<file path="config.mk">
export PLATFORM = sky130hd
export DESIGN_NAME = regfile_scoreboard
export DESIGN_NICKNAME = d
export VERILOG_FILES = /design/src/rtl/regfile_pkg.sv /design/src/rtl/regfile_scoreboard.sv
export SDC_FILE = /design/constraint.sdc
export NUM_CORES = 1
export LEC_CHECK = 0
export CORE_UTILIZATION = 54
export CTS_CLUSTER_DIAMETER = 200
export DETAILED_ROUTE_END_ITERATION = 8
export PLACE_DENSITY_LB_ADDON = 0.05
export SYNTH_ARGS = -nofsm -noshare
export SYNTH_HDL_FRONTEND = slang
export SYNTH_SLANG_ARGS = --single-unit
</file>
<file path="constraint.sdc">
create_clock -name clock -period 15.4 [get_ports clock]
set_clock_uncertainty 0.2 [all_clocks]
set_input_delay 3.08 -clock clock [delete_from_list [all_inputs] [get_ports clock]]
set_output_delay 3.08 -clock clock [all_outputs]
set_load 0.01 [all_outputs]
</file>
<file path="src/rtl/regfile_pkg.sv">
// Shared widths and constants for the register-file scoreboard.
package regfile_pkg;

    localparam int DATAW    = 32;
    localparam int NUM_REGS = 32;
    localparam int ADDRW    = $clog2(NUM_REGS);
    localparam int REG_ZERO = 0;

endpackage

</file>
<file path="src/rtl/regfile_scoreboard.sv">
// Register busy-bit scoreboard: stalls issue on RAW/WAW hazards and
// forwards writebacks to the register-file write port.
module regfile_scoreboard #(
    parameter int DATAW    = regfile_pkg::DATAW,
    parameter int NUM_REGS = regfile_pkg::NUM_REGS,
    parameter int ADDRW    = $clog2(NUM_REGS)
) (
    input  logic             clock,
    input  logic             reset,
    input  logic             issue_valid,
    output logic             issue_ready,
    input  logic [ADDRW-1:0] issue_rs1,
    input  logic [ADDRW-1:0] issue_rs2,
    input  logic             issue_use_rs1,
    input  logic             issue_use_rs2,
    input  logic [ADDRW-1:0] issue_rd,
    input  logic             issue_rd_wen,
    input  logic             wb_valid,
    input  logic [ADDRW-1:0] wb_rd,
    input  logic [DATAW-1:0] wb_data,
    output logic [ADDRW-1:0] rf_addr_rs1,
    output logic [ADDRW-1:0] rf_addr_rs2,
    output logic             rf_write_enable,
    output logic [ADDRW-1:0] rf_addr_rd,
    output logic [DATAW-1:0] rf_data_rd,
    output logic             operand_valid,
    output logic [ADDRW:0]   outstanding,
    output logic             wb_error
);

    localparam logic [ADDRW-1:0] ZERO = ADDRW'(regfile_pkg::REG_ZERO);

    logic [NUM_REGS-1:0] busy;
    logic [NUM_REGS-1:0] busy_next;
    logic [NUM_REGS-1:0] set_vec;
    logic [NUM_REGS-1:0] clr_vec;
    logic [ADDRW:0]      count_next;
    logic                fire;
    logic                wb_live;
    logic                wb_idle;

    // Only registered busy feeds the hazard check; no wb_* path here.
    assign issue_ready = !((issue_use_rs1 && busy[issue_rs1]) ||
                           (issue_use_rs2 && busy[issue_rs2]) ||
                           (issue_rd_wen  && busy[issue_rd]));

    assign fire    = issue_valid && issue_ready;
    assign wb_live = wb_valid && (wb_rd != ZERO);
    assign wb_idle = wb_live && !busy[wb_rd];

    assign rf_addr_rs1     = issue_rs1;
    assign rf_addr_rs2     = issue_rs2;
    assign rf_write_enable = wb_live && !reset;
    assign rf_addr_rd      = wb_rd;
    assign rf_data_rd      = wb_data;

    always_comb begin
        set_vec = '0;
        clr_vec = '0;
        if (fire && issue_rd_wen && (issue_rd != ZERO)) begin
            set_vec[issue_rd] = 1'b1;
        end
        if (wb_live) begin
            clr_vec[wb_rd] = 1'b1;
        end
        // Set wins over a same-cycle clear of the same register.
        busy_next    = (busy & ~clr_vec) | set_vec;
        busy_next[0] = 1'b0;
    end

    always_comb begin
        count_next = '0;
        for (int i = 1; i < NUM_REGS; i++) begin
            count_next = count_next + {{ADDRW{1'b0}}, busy_next[i]};
        end
    end

    always_ff @(posedge clock) begin
        if (reset) begin
            busy          <= '0;
            outstanding   <= '0;
            operand_valid <= 1'b0;
            wb_error      <= 1'b0;
        end else begin
            busy          <= busy_next;
            outstanding   <= count_next;
            operand_valid <= fire;
            wb_error      <= wb_error || wb_idle;
        end
    end

endmodule
</file>
==> qor.yml <==
sta:
  grt_setup_unrepaired: "no"
  maxSlewViolCount: 0
  postLayoutSetupSlackWorst_ps: 4620
  worst-slew-pin-transition_ps: 906
  period_minus_slack_ps: 10780
  top_achievable_clock_speed_mhz: 92.8
  setup_violations: 0
  timing.final.crit_share: 0.700
  slew_headroom: 0.396
  number_of_hold_slack_violations_in_the_final_timing_report: 0
  setup-tns-final_ps: 0
layout:
  flow.area_growth_from_synthesis_pct: 5.42
  finalNetCount: 495
  layout_cell_share_with_drive_strength_beyond_1: 0.216
  final-instance-count-excl-fill: 509
  post-route-cell-area_um2: 4500
  num_antenna_cells: 0
clock_network:
  ctsHtreeMaxLevel: 2
  total_cts_buffers: 5
  cts_hold_buffers: 0
  root_buffer: "clkbuf_8"
  buffer_count_from_post_cts_setup_fixing: 0
  cts.reportedPaths.clkPinSlew_ps: 80
  num_clock_sinks: 39
  clk-insertion-delay-late_ps: 300
  cts_buffer_depth: 2
  tritoncts: "built"
  cts_resized: 0
floorplan:
  core_area_um2: 7690
  ioPinCount: 116
  die_h_um: 90.9
  dieArea_um2: 8270
  horizontal_die_dimension_um: 90.9
  initial_utilization: 0.556
  fp-row-count: 32
route:
  drt_first_pass_iters: 5
  via_count: 3416
  first_iter_violations: 361
  drt-total-wl_mm: 11.4
  route.detailed.drc: 0
  route.detailed.vias_per_inst: 6.71
  wl_per_cell_um: 22.5
  postRouteAntennaNets: 0
placed_design:
  io_buffers: 51
  place.gp.congestion: 0.856
  detailed_place.area_um2: 4380
  place.detailed.instances: 501
  pre_cts_slack_ps: 4310
  detailed_place_hpwl_mm: 8.37
synth:
  synthDominantCellAreaShare: 0.183
  synthesis.instances: 424
  asyncSetResetFlopFracSynth: 0
  synth_enable_flop_cells: 0
  ys.flop_type: "dfxtp_1"
  syn-mean-instance-area_um2: 10.1
  synth_area_leader_cell: "dfxtp_1"
  yosys_warnings: 0
  synth_seq_area_share: 0.183
  synth.area.top_cells: "dfxtp_1, mux4_2, fa_1, buf_4, o21ai_0"
  syn-num-nets: 513
  netlist-cell-type-count: 54
  post_synth_instance_area_um2: 4270
  synth-seq-cells: 39
min_path:
  hold_path.class: "reg -> reg"
power:
  power_per_cell_area_nw_per_um2: 56.2
  total_leakage_power_nw: 1.67
  vdd_ir_drop_max_uv: 42.7
  power_mw: 0.253
worst_setup_path:
  crit_required_ps: 15380
  critical_setup_path_kind: "in -> reg"
  worst_ep_arrival_time_ps: 10760
  critical_path.startpoint_type: "primary input"
  critical_path.endpoint_type: "flop"
  critical_path_peak_fanout: 18
global_routing:
  maximum_number_of_pins_on_one_net_before_global_route_repair: 49
  antenna_found_initial: 0
  globalRouteTotalUtil: 0.288
  overflow_after_grt: 0
  first_pass_grt_wire_length_mm: 18.1
  first_global_vias: 3304
flow_run:
  drv_cap: 0
outcome:
  status: "completed"
kinds of logic after synthesis:
family / Yosys count / synth area share
xor gates and xnor gates: 3 / 0.00615
and+or+nand+nor: 88 / 0.134
buffers and inverters: 102 / 0.145
muxes: 43 / 0.176
AOI/OAI and AO/OA: 119 / 0.228
adders and majority gates: 30 / 0.128
DFF: 39 / 0.183
state kept, by name, indices dropped and copies added (netlist names):
signal / flops
busy: 31
operand_valid: 1
outstanding: 6
wb_error: 1
critical path, stage by stage:
cell	delay (ps)
clkdlybuf4s50_1	870
mux4_2	580
a22oi_1	190
o211ai_1	130
or2_1	560
nand4b_4	510
o21a_1	320
fa_1	530
inv_1	50
fa_1	500
fa_1	520
fa_1	560
fa_1	580
fa_1	440
fa_1	460
inv_1	80
fa_1	200
inv_1	50
a21o_1	170
a21oi_1	160
xor2_1	150
nor2_1	50
layout by cell type (no fill, tap or decap), types with 2 or more instances in the layout:
master and n:
fa_1 23, nand4b_4 2, o21ai_2 4, inv_1 25, mux2i_1 12, nand3b_1 12
a21o_1 2, or3_1 3, nor2_1 11, a221oi_1 2, xor2_1 3, nor4_1 2
nor3b_1 7, nand2b_1 10, and3b_1 3, clkbuf_8 6, o22ai_1 8, o41ai_2 9
or3b_2 4, nor2b_1 3, nand2_1 11, mux4_2 25, or2_2 8, a31oi_1 2
o21a_1 11, ha_1 7, nor3_1 2, o21ai_0 40, a21oi_1 6, mux2_2 6
clkdlybuf4s50_1 50, a22oi_1 4, o21ai_1 2, o41a_1 4, o22ai_2 16, nand3_1 5
dfxtp_1 39
stage by stage:
stage	hold slack, ps	util
CTS	252	0.586
floorplan	270	-
detailed placement	240	0.570
global route	287	0.586
finish	254	0.586
global placement	235	0.570
final timing paths:
path                       start                   endpoint  slack (ps)  cells past startpoint
max reg2reg  busy[15]$_SDFF_PP0_  outstanding[4]$_SDFF_PP0_        7990                     21
max                  issue_rd[0]  outstanding[4]$_SDFF_PP0_        4620                     22
min          wb_error$_SDFF_PP0_        wb_error$_SDFF_PP0_         250                      2
min reg2reg  wb_error$_SDFF_PP0_        wb_error$_SDFF_PP0_         250                      2
area by class of cell:
type | instances | area, um2
repair buffers | 52 | 513
well taps | 102 | 128
inverters | 25 | 93.8
multi-input cells | 283 | 2870
clock buffers | 6 | 82.6
clock inverters | 2 | 35.0
flip-flops and latches | 39 | 781
fillers | 677 | 3190
power breakdown:
part,internal (mW),switching [mW],total (mW)
registers,0.102,0.00104,0.103
clock network,0.0525,0.0409,0.0935
logic,0.0246,0.0316,0.0562
synthesized netlist by cell type, types with 3 or more instances:
| master | n |
|---|---|
| o21a_1 | 11 |
| mux4_2 | 25 |
| a22oi_1 | 4 |
| mux2_2 | 6 |
| o21ai_2 | 4 |
| a21oi_1 | 6 |
| nand2b_1 | 10 |
| or2_2 | 8 |
| o22ai_1 | 8 |
| nand3_1 | 5 |
| or3_1 | 3 |
| mux2i_1 | 12 |
| o41ai_2 | 9 |
| o41a_1 | 4 |
| inv_1 | 25 |
| or3b_2 | 4 |
| buf_4 | 49 |
| nor3b_1 | 7 |
| and3b_1 | 3 |
| nand2_1 | 11 |
| nor2_1 | 11 |
| o22ai_2 | 16 |
| ha_1 | 7 |
| clkbuf_1 | 19 |
| buf_6 | 7 |
| dfxtp_1 | 39 |
| o21ai_0 | 40 |
| fa_1 | 23 |
| nand3b_1 | 12 |
| nor2b_1 | 3 |
| xor2_1 | 3 |
metal layers:
layer  global-route usage  vias to the layer above  share of wire
met2                0.450                      236           0.46
met1                0.386                     1642           0.41
li1                     -                     1488              -
met3               0.0547                       50          0.096
met5                    0                        -              0
met4                0.130                        0          0.032
(Power assumes the default switching activity.)
